$ cat src/rtl/hazard_sequencer.sv
// hazard_sequencer: pipeline hazard controller for the 5-stage MIPS core.
// It drives the PC, IF/ID and ID/EX enables for load-use bubbles and
// taken-branch squashes, and freezes the whole pipe while data memory waits.
// It also keeps two saturating performance counters and a sticky timeout flag.
module hazard_sequencer #(
  parameter int LU_STALL = 1,    // load-use stall length (1..3)
  parameter int BR_FLUSH = 1,    // taken-branch flush length (1..3)
  parameter int CNT_W    = 16,   // performance counter width
  parameter int MEM_TMO  = 255   // freeze run length that raises mem_timeout (>=1)
) (
  input  logic             clk,
  input  logic             rst_n,
  input  logic [4:0]       id_rs,
  input  logic [4:0]       id_rt,
  input  logic             id_uses_rt,
  input  logic [4:0]       ex_rt,
  input  logic             ex_mem_read,
  input  logic             branch_taken,
  input  logic             mem_req,
  input  logic             mem_ready,
  input  logic             perf_clr,
  output logic             pc_write,
  output logic             ifid_write,
  output logic             ifid_flush,
  output logic             idex_bubble,
  output logic             pipe_hold,
  output logic [1:0]       hz_state,
  output logic [CNT_W-1:0] stall_cnt,
  output logic [CNT_W-1:0] flush_cnt,
  output logic             mem_timeout
);

  typedef enum logic [1:0] {
    RUN   = 2'd0,
    LDUSE = 2'd1,
    FLUSH = 2'd2
  } hzState_t;

  // Sequence lengths are at most 3, so a 2-bit down-counter suffices.
  localparam logic [1:0] LU_LOAD = 2'(LU_STALL - 1);
  localparam logic [1:0] BR_LOAD = 2'(BR_FLUSH - 1);

  // The freeze run saturates at MEM_TMO, so it only needs to hold that value.
  localparam int             TMO_W   = $clog2(MEM_TMO + 1);
  localparam logic [TMO_W-1:0] TMO_LIM = TMO_W'(MEM_TMO);

  hzState_t         stateReg;
  logic [1:0]       cntReg;
  logic [TMO_W-1:0] freezeRunReg;
  logic             memTimeoutReg;

  logic loadUse;
  logic freeze;

  assign loadUse = ex_mem_read && (ex_rt != 5'd0) &&
                   ((ex_rt == id_rs) || (id_uses_rt && (ex_rt == id_rt)));
  assign freeze  = mem_req && !mem_ready;

  // Mealy output decode: reset forces all enables low, freeze beats every state.
  always_comb begin
    pc_write    = 1'b0;
    ifid_write  = 1'b0;
    ifid_flush  = 1'b0;
    idex_bubble = 1'b0;
    pipe_hold   = 1'b0;
    if (!rst_n) begin
      pc_write = 1'b0;
    end else if (freeze) begin
      pipe_hold = 1'b1;
    end else begin
      unique case (stateReg)
        LDUSE: begin
          idex_bubble = 1'b1;
        end
        FLUSH: begin
          pc_write    = 1'b1;
          ifid_write  = 1'b1;
          ifid_flush  = 1'b1;
          idex_bubble = 1'b1;
        end
        default: begin
          if (branch_taken) begin
            // A branch squashes the ID instruction, so any load-use on it is moot.
            pc_write    = 1'b1;
            ifid_write  = 1'b1;
            ifid_flush  = 1'b1;
            idex_bubble = 1'b1;
          end else if (loadUse) begin
            idex_bubble = 1'b1;
          end else begin
            pc_write   = 1'b1;
            ifid_write = 1'b1;
          end
        end
      endcase
    end
  end

  // Sequencer state and remaining-cycle count; both hold while frozen.
  always_ff @(posedge clk or negedge rst_n) begin
    if (!rst_n) begin
      stateReg <= RUN;
      cntReg   <= 2'd0;
    end else if (!freeze) begin
      unique case (stateReg)
        LDUSE, FLUSH: begin
          cntReg <= cntReg - 2'd1;
          if (cntReg == 2'd1) begin
            stateReg <= RUN;
          end
        end
        default: begin
          // The first hazard cycle is the RUN cycle itself, hence length-1 remain.
          if (branch_taken) begin
            if (BR_FLUSH > 1) begin
              cntReg   <= BR_LOAD;
              stateReg <= FLUSH;
            end
          end else if (loadUse) begin
            if (LU_STALL > 1) begin
              cntReg   <= LU_LOAD;
              stateReg <= LDUSE;
            end
          end
        end
      endcase
    end
  end

  // Consecutive-freeze tracker and the sticky timeout it raises.
  always_ff @(posedge clk or negedge rst_n) begin
    if (!rst_n) begin
      freezeRunReg  <= '0;
      memTimeoutReg <= 1'b0;
    end else if (freeze) begin
      if (freezeRunReg != TMO_LIM) begin
        freezeRunReg <= freezeRunReg + TMO_W'(1);
      end
      if (freezeRunReg == TMO_LIM - TMO_W'(1)) begin
        memTimeoutReg <= 1'b1;
      end
    end else begin
      freezeRunReg <= '0;
    end
  end

  // Event 0 counts stall/freeze cycles, event 1 counts flush cycles.
  logic [1:0] perfInc;
  assign perfInc = {ifid_flush, ~pc_write};

  for (genvar gi = 0; gi < 2; gi++) begin : gPerf
    logic [CNT_W-1:0] cntValReg;

    // Saturating event counter; a clear wins over a same-cycle increment.
    always_ff @(posedge clk or negedge rst_n) begin
      if (!rst_n) begin
        cntValReg <= '0;
      end else if (perf_clr) begin
        cntValReg <= '0;
      end else if (perfInc[gi] && (cntValReg != '1)) begin
        cntValReg <= cntValReg + CNT_W'(1);
      end
    end
  end

  assign stall_cnt   = gPerf[0].cntValReg;
  assign flush_cnt   = gPerf[1].cntValReg;
  assign hz_state    = stateReg;
  assign mem_timeout = memTimeoutReg;

endmodule

$ cat config.mk
export PLATFORM = sky130hd
export DESIGN_NAME = hazard_sequencer
export DESIGN_NICKNAME = d
export VERILOG_FILES = /design/src/rtl/hazard_sequencer.sv
export SDC_FILE = /design/constraint.sdc
export NUM_CORES = 1
export LEC_CHECK = 0
export CAP_MARGIN = 10
export CORE_ASPECT_RATIO = 1.75
export CORE_MARGIN = 3
export CORE_UTILIZATION = 52
export DETAILED_ROUTE_END_ITERATION = 6
export GPL_ROUTABILITY_DRIVEN = 0
export GPL_TIMING_DRIVEN = 1
export PLACE_DENSITY = 0.95
export SYNTH_ARGS = -nofsm -noshare
export SYNTH_HDL_FRONTEND = slang
export SYNTH_SLANG_ARGS = --single-unit
$ cat constraint.sdc
create_clock -name clk -period 4.5 [get_ports clk]
set_input_delay 1.35 -clock clk [delete_from_list [all_inputs] [get_ports clk]]
set_output_delay 1.35 -clock clk [all_outputs]
set_load 0.02 [all_outputs]
==> flow_summary.yaml, run 1 <==
status:
  status: "complete, no violations"
global_routing:
  antenna_found_initial: 0
  grt_max_degree: 43
  grt_pass1_vias: 2112
  gr-total-overflow: 0
  grt_use_total_pct: 22.0
  grt_first_pass_wirelength_um: 9140
sta:
  setup_viol: 0
  rsz0062_at_grt: "no"
  drv_slew: 0
  period_needed_ps: 4370
  slew_headroom_pct: 22.5
  tightest_slew_ps: 1160
  whs_ps: 513
  fmax_mhz: 229
  skew_ps: 9.79
  hold_violations: 0
  post-route-period-util_pct: 97.1
cells_and_area:
  fillers: 327
  syn_to_final_growth_pct: 31.0
  final_util_pct: 72.0
  drive_gt1_share_pct: 7.01
  diodes: 0
  fin_area_um2: 3020
  nNetsFinal: 340
floorplan:
  rows: 31
  pin_count: 63
  die_w_um: 56.3
  core-area_um2: 4190
  die_h_um: 94.0
  initial_utilization_pct: 55.0
  dieArea_um2: 5290
detailed_routing:
  wl_per_cell_um: 15.4
  ant_nets: 0
  m1WireLength_um: 1980
  dr.pass1.iters: 4
  route.vias.total: 2098
  routed_wl_um: 5570
  vias_per_cell: 5.78
  met3_length_um: 290
  maxUsedRoutingLayer: "met4"
  drt_iter0_drc: 73
  drc: 0
  dr_wl_met2_um: 3200
cts:
  clk_latency_ps: 290
  cts.clk_slew.worst_paths_ps: 70
  root_buffer: "clkbuf_8"
  cts_sinks: 41
  cts_made_buffers: 5
  cts_max_level: 2
  clockBufferDepth: 2
  tritoncts: "built"
worst_setup_path:
  critical_path.cell_chain: "clkdlybuf4s50_1 -> or4_1 -> o21ai_1 -> nor2_1 -> a21oi_1 -> clkbuf_2"
  slowest_stage: "or4_1"
  arrival_ps: 3020
  slowest_delay_ps: 540
  critPathBufInv: 2
  crit_path_end_kind: "output port"
  crit_type: "in2out"
  path_depth: 6
  timing.rr.start: "stall_cnt[0]$_DFFE_PN0P_"
  r2r_end: "stall_cnt[5]$_DFFE_PN0P_"
  cp_max_fo: 3
  r2r_slack_ps: 2110
  critPathLaunchType: "input port"
  cp_top_family: "buffers and inverters"
  required_ps: 3150
  worstRegToRegCells: 8
yosys:
  avgSynthCellArea_um2: 9.25
  ys_seq_elements: 41
  synth_cell_types: 37
  syn_inst: 249
  yosysWarnings: 0
  synth-seq-area-share_pct: 44.6
  synth_area_um2: 2300
power:
  peakVddDrop_mv: 0.236
  cellPowerDensity_nw_per_um2: 233
  leakage_nw: 1.20
  finalPower_w: 0.000703
placed_design:
  placed_cell_area_um2: 2950
  io_buffers: 60
  hpwl_um: 4250
hold_path:
  hp-class: "reg2reg"
  min_from: "mem_timeout$_DFFE_PN0P_"
  hold_end: "mem_timeout$_DFFE_PN0P_"
  hold_depth: 2
flow_run:
  drv_cap: 0
-- layout by cell type, fill, tap and decap left out, drive strengths merged, types with 2 or more instances in the layout --
cell type | netlist | final
a211oi | 2 | 2
o31ai | 8 | 8
dfrtp | 41 | 41
mux2i | 2 | 2
clkbuf | 5 | 11
buf | 6 | 8
a21oi | 18 | 18
clkdlybuf4s50 | 0 | 56
nor3 | 5 | 5
and4 | 3 | 3
inv | 8 | 8
nand2 | 17 | 17
or4 | 9 | 9
ha | 4 | 4
xnor2 | 10 | 10
o21ai | 10 | 10
nor2 | 33 | 33
nor3b | 2 | 2
conb | 1 | 2
xor2 | 20 | 20
and3 | 4 | 4
or3 | 8 | 8
nand4 | 7 | 7
nand3 | 17 | 17
-- cell families (layout without fill, tap and decap cells) --
kind of cell / after synthesis / in the layout / synth area share (%)
compound gates: 44 / 44 / 12.3
xor+xnor: 30 / 30 / 11.4
fa+ha+maj: 4 / 4 / 2.17
buf+inv: 19 / 83 / 4.13
flops: 41 / 41 / 44.6
mux: 2 / 2 / 0.870
other cells: 1 / 2 / 0.163
simple gates: 108 / 108 / 24.3
-- cell type report --
class	count	area [µm²]	area share, %
multi-input combinational	190	1180	39.3
sequential	41	1030	34.0
timing repair buffer	67	633	21.0
clock buffer	8	80.1	2.66
tap	49	61.3	2.03
inverter	8	30.0	0.996
-- Yosys cell counts --
cell | instances | area share [%]
nand3_1 | 16 | 3.5
nand2_1 | 17 | 2.8
buf_6 | 1 | 0.49
o21ai_0 | 9 | 2.0
nand4_1 | 7 | 1.9
inv_1 | 8 | 1.3
a2111oi_2 | 1 | 0.65
buf_2 | 1 | 0.22
a32oi_1 | 1 | 0.38
o31ai_1 | 8 | 2.6
and4_1 | 3 | 1.1
nor3b_1 | 1 | 0.33
nor3_1 | 5 | 1.1
xor2_1 | 20 | 7.6
or4_1 | 9 | 2.9
nand2b_1 | 1 | 0.27
or3_1 | 8 | 2.2
a2bb2oi_2 | 1 | 0.65
ha_1 | 4 | 2.2
a31oi_1 | 1 | 0.27
clkbuf_1 | 5 | 0.82
mux2i_1 | 2 | 0.87
nor2_1 | 33 | 5.4
and2_1 | 1 | 0.27
nand3_2 | 1 | 0.43
buf_4 | 4 | 1.3
o21ai_1 | 1 | 0.22
a311oi_2 | 1 | 0.65
xnor2_1 | 10 | 3.8
a21oi_1 | 18 | 3.9
conb_1 | 1 | 0.16
nor4_2 | 1 | 0.54
a211o_1 | 1 | 0.38
nor3b_2 | 1 | 0.54
dfrtp_1 | 41 | 45
a211oi_1 | 2 | 0.65
and3_1 | 4 | 1.1
-- registers in the layout, summed over array words and instances (netlist names) --
register	count
freezeRunReg	8
mem_timeout	1
flush_cnt	16
stall_cnt	16
-- power by group --
group / switching, W / internal, W / leakage [nW]
clock network: 0.000120 / 0.000110 / 0.0395
logic: 0.0000511 / 0.0000429 / 0.592
registers: 0.00000608 / 0.000373 / 0.564
total: 0.000177 / 0.000526 / 1.20
-- worst register-to-register path, stage by stage, from the launching register on --
cell and delay (ps):
dfrtp_1 440, ha_1 310, nand2_1 100, nor3_1 70
a211o_1 310, a2bb2oi_2 170, buf_4 230, or4_1 500
a21oi_1 170
-- metrics by stage --
stage	TNS (ps)	cells	setup WS [ps]
global placement	-703	355	-261
CTS	-20.3	363	-10.3
finish	0	363	130
detailed placement	-868	355	-298
global route	0	363	21.7
floorplan	0	250	428
-- per-layer routing --
layer,global-route usage (%),up-vias
li1,-,1009
met1,22.8,1011
met2,41.1,69
met3,4.13,9
met4,11.1,0
met5,0,-
-- worst max path at each step --
stage | to | start | slack (ps)
finish | pc_write | ex_rt[1] | 130
global route | ifid_write | ex_rt[1] | 20
CTS | pc_write | ex_rt[1] | -10
detailed placement | pc_write | ex_rt[1] | -300
global placement | ifid_write | ex_rt[1] | -260
floorplan | pc_write | ex_rt[1] | 430
-- repair_timing --
item,in CTS,in global routing
resized for setup,4,5
setup buffers,0,0
hold buffers,0,0
setup endpoints to repair,3,3
Power figures use the tool's default switching activity.
==> run 2: changes to the inputs <==
Settings changed: RECOVER_POWER from default to 50.
==> flow_summary.yaml, run 2 (synthesis results as in run 1) <==
cells_and_area:
  syn_to_final_growth_pct: 30.8
  final_common_cell: "clkdlybuf4s50_1"
  fin_area_um2: 3010
  final_util_pct: 71.9
  nNetsFinal: 340
  diodes: 0
  drive_gt1_share_pct: 6.37
  final_cell_mix: "46 x clkdlybuf4s50_1, 41 x dfrtp_1, 33 x nor2_1, 20 x xor2_1, 18 x a21oi_1"
sta:
  fmax_mhz: 229
  slew_headroom_pct: 22.0
  setup_viol: 0
  period_needed_ps: 4370
  post-route-period-util_pct: 97.1
  hold_violations: 0
  drv_slew: 0
  skew_ps: 9.80
  rsz0062_at_grt: "no"
  tightest_slew_ps: 1170
worst_setup_path:
  critical_path.startpoint: "ex_rt[1]"
  required_ps: 3150
  critPathBufInv: 2
  slowest_stage: "or4_1"
  crit_type: "in2out"
  arrival_ps: 3020
  timing.rr.start: "stall_cnt[0]$_DFFE_PN0P_"
  cp_top_family: "buffers and inverters"
  crit_path_end_kind: "output port"
  critPathLaunchType: "input port"
  critical_path.cell_chain: "clkdlybuf4s50_1 -> or4_1 -> o21ai_1 -> nor2_1 -> a21oi_1 -> clkbuf_2"
  cp_max_fo: 3
  slowest_delay_ps: 540
detailed_routing:
  route.vias.total: 2101
  routed_wl_um: 5590
  drc: 0
  drt_iter0_drc: 69
  ant_nets: 0
  vias_per_cell: 5.79
  dr.pass1.iters: 4
  wl_per_cell_um: 15.4
global_routing:
  grt_use_total_pct: 22.0
  antenna_found_initial: 0
  grt_pass1_vias: 2112
  grt_max_degree: 43
  grt_first_pass_wirelength_um: 9140
  gr-total-overflow: 0
cts:
  tritoncts: "built"
  clockBufferDepth: 2
  cts_max_level: 2
  cts_setup_buffers: 0
  cts_sinks: 41
  clk_latency_ps: 290
  cts_made_buffers: 5
  root_buffer: "clkbuf_8"
  cts.clk_slew.worst_paths_ps: 70
placed_design:
  hpwl_um: 4250
  placed_cell_area_um2: 2950
  io_buffers: 60
power:
  leakage_nw: 1.22
  peakVddDrop_mv: 0.236
  cellPowerDensity_nw_per_um2: 234
hold_path:
  hp-class: "reg2reg"
  min_from: "mem_timeout$_DFFE_PN0P_"
floorplan:
  initial_utilization_pct: 55.0
  rows: 31
  pin_count: 63
  die_w_um: 56.3
  die_h_um: 94.0
  core-area_um2: 4190
  dieArea_um2: 5290
flow_run:
  drv_cap: 0
status:
  status: "complete, no violations"
[run 2: worst reg2reg max path: stages, from the launching register on]
cell,delay (ps)
dfrtp_1,440
ha_1,310
nand2_1,100
nor3_1,70
a211o_1,310
a2bb2oi_2,170
buf_4,230
or4_1,500
a21oi_1,170
[run 2: layer usage]
metal | global-route usage [%] | vias up | wire (µm)
met5 | 0 | - | 0
met4 | 11.1 | 0 | 104
met3 | 4.13 | 9 | 254
met2 | 41.1 | 60 | 3190
met1 | 22.8 | 1022 | 2040
li1 | - | 1010 | -
[run 2: power by group]
group          switching [W]  total (W)  internal [W]
logic              0.0000511  0.0000935     0.0000423
clock network       0.000121   0.000231      0.000110
registers         0.00000610   0.000379      0.000373
[run 2: worst paths after layout]
| kind | depth (start not counted) | to | slack, ps |
|---|---|---|---|
| worst max-delay path | 6 | pc_write | 130 |
| worst min-delay path | 2 | mem_timeout$_DFFE_PN0P_ | 510 |
| worst max register to register | 8 | stall_cnt[5]$_DFFE_PN0P_ | 2110 |
| worst min register to register | 2 | mem_timeout$_DFFE_PN0P_ | 510 |
| max in group asynchronous | 2 | freezeRunReg[3]$_DFFE_PN0P_ | 2890 |
| min in group asynchronous | 2 | freezeRunReg[6]$_DFFE_PN0P_ | 1250 |
[run 2: what timing repair did]
action / in CTS / in global routing
hold buffers: 0 / 0
setup endpoints to repair: 3 / 3
resized for setup: 4 / 5
[run 2: cell type report]
class                           instances  area (µm²)
Clock buffer                            8        80.1
Fill cell                             330        1180
Inverter                                8        30.0
Multi-Input combinational cell        190        1180
Sequential cell                        41        1030
Tap cell                               49        61.3
Timing Repair Buffer                   67         628
[run 2: metrics by stage]
stage	setup slack, ps	setup TNS, ps	hold WS, ps	total power [W]	instances
final	130	0	509	0.000703	363
after detailed placement	-298	-868	495	0.000482	355
after global routing	21.6	0	547	0.000737	363
after floorplan	428	0	519	0.000431	250
after CTS	-10.3	-20.3	520	0.000710	363
after global placement	-261	-703	471	0.000479	355
==> run 3: changes to the inputs <==
==> constraint.sdc (replaced) <==
create_clock -name clk -period 4.5 [get_ports clk]
set_input_delay 0.9 -clock clk [delete_from_list [all_inputs] [get_ports clk]]
set_output_delay 0.9 -clock clk [all_outputs]
set_load 0.02 [all_outputs]
==> flow_summary.yaml, run 3 (synthesis results as in run 1) <==
status:
  status: "complete, no violations"
detailed_routing:
  wl_per_cell_um: 15.7
  dr.pass1.iters: 4
  drc: 0
  ant_nets: 0
  route.vias.total: 2132
  drt_iter0_drc: 76
  vias_per_cell: 5.94
  routed_wl_um: 5620
power:
  power_frac_clock_pct: 36.1
  combPwrFrac_pct: 12.5
  cellPowerDensity_nw_per_um2: 244
  pwr-share-seq_pct: 51.4
  p_sw_share_pct: 25.0
  p_sw_w: 0.000184
  p_int_w: 0.000553
  leakage_nw: 1.21
  peakVddDrop_mv: 0.314
sta:
  tightest_slew_ps: 1180
  drv_slew: 0
  slew_headroom_pct: 21.3
  setup_viol: 0
  post-route-period-util_pct: 88.3
  hold_violations: 0
  period_needed_ps: 3970
  setup_ws_ps: 528
  fmax_mhz: 252
  rsz0062_at_grt: "no"
  fin_tns_setup_ps: 0
  skew_ps: 8.29
  whs_ps: 528
global_routing:
  gr-total-overflow: 0
  grt_use_total_pct: 22.6
  grt_first_pass_wirelength_um: 9340
  grt_max_degree: 33
  grt_pass1_vias: 2081
  antenna_found_initial: 0
hold_path:
  min_from: "mem_timeout$_DFFE_PN0P_"
  hp-class: "reg2reg"
cts:
  root_buffer: "clkbuf_8"
  cts.clk_slew.worst_paths_ps: 70
  cts_setup_buffers: 0
  tritoncts: "built"
  postCtsHoldBufs: 0
  cts_max_level: 2
  cts_sinks: 41
  cts_made_buffers: 5
  clk_latency_ps: 300
  cts_resized: 0
  clockBufferDepth: 2
placed_design:
  pre_cts_ws_ps: 562
  dpl.cell_count: 351
  hpwl_um: 4170
  io_buffers: 60
cells_and_area:
  drive_gt1_share_pct: 5.16
  fillers: 302
  nNetsFinal: 336
  syn_to_final_growth_pct: 31.0
  diodes: 0
  final_common_cell: "clkdlybuf4s50_1"
  final_cell_mix: "48 x clkdlybuf4s50_1, 41 x dfrtp_1, 33 x nor2_1, 20 x xor2_1, 18 x a21oi_1"
  instances_no_fill: 359
worst_setup_path:
  critPathLaunchType: "input port"
  critical_path.startpoint: "rst_n"
  crit_path_end_kind: "output port"
  timing.rr.start: "stall_cnt[0]$_DFFE_PN0P_"
  required_ps: 3600
  cp_max_fo: 22
  arrival_ps: 3070
  crit_type: "in2out"
floorplan:
  initial_utilization_pct: 55.0
  die_w_um: 56.3
  core-area_um2: 4190
  dieArea_um2: 5290
  rows: 31
  die_h_um: 94.0
  pin_count: 63
flow_run:
  drv_cap: 0
==> run 3: critical path, stage by stage <==
cell	delay, ps
clkbuf_1	850
nand2_1	420
a21oi_1	270
clkdlybuf4s50_1	630
==> run 3: power groups by stage <==
stage	Combinational (W)	Clock [W]	Sequential, W
after floorplan	0.0000417	0	0.000389
after global placement	0.0000903	0	0.000386
after detailed placement	0.0000926	0	0.000386
after CTS	0.0000935	0.000269	0.000379
after global routing	0.000101	0.000286	0.000380
final	0.0000921	0.000266	0.000379
==> run 3: worst paths after layout <==
| path | slack [ps] | to | cells past startpoint |
|---|---|---|---|
| worst max register to register | 2060 | stall_cnt[5]$_DFFE_PN0P_ | 8 |
| worst min register to register | 530 | mem_timeout$_DFFE_PN0P_ | 2 |
| max in group asynchronous | 2740 | flush_cnt[9]$_DFFE_PN0P_ | 2 |
| min in group asynchronous | 820 | stall_cnt[6]$_DFFE_PN0P_ | 1 |
| worst min-delay path | 530 | mem_timeout$_DFFE_PN0P_ | 2 |
| worst max-delay path | 530 | pc_write | 4 |
==> run 3: area by class of cell <==
| class | instances | area [µm²] | area share [%] |
|---|---|---|---|
| clock buffers | 7 | 96.3 | 3.19 |
| clock inverters | 1 | 5.00 | 0.166 |
| inverters | 8 | 30.0 | 0.995 |
| multi-input cells | 190 | 1180 | 39.3 |
| flip-flops and latches | 41 | 1030 | 34.0 |
| well taps | 49 | 61.3 | 2.03 |
| repair buffers | 63 | 613 | 20.3 |
==> run 3: layer usage <==
layer	vias to the layer above	track usage [%]	wire, µm
met5	-	0	0
li1	998	-	-
met1	1042	24.2	2010
met2	74	39.6	3160
met3	18	5.23	290
met4	0	13.3	159
==> run 3: through the flow <==
step | area, µm² | utilization, % | total power (W)
final | 3020 | 72.0 | 0.000737
after global routing | 3020 | 72.0 | 0.000767
after CTS | 3020 | 72.1 | 0.000742
after detailed placement | 2920 | 69.7 | 0.000479
after global placement | 2920 | 69.7 | 0.000476
after floorplan | 2310 | - | 0.000431
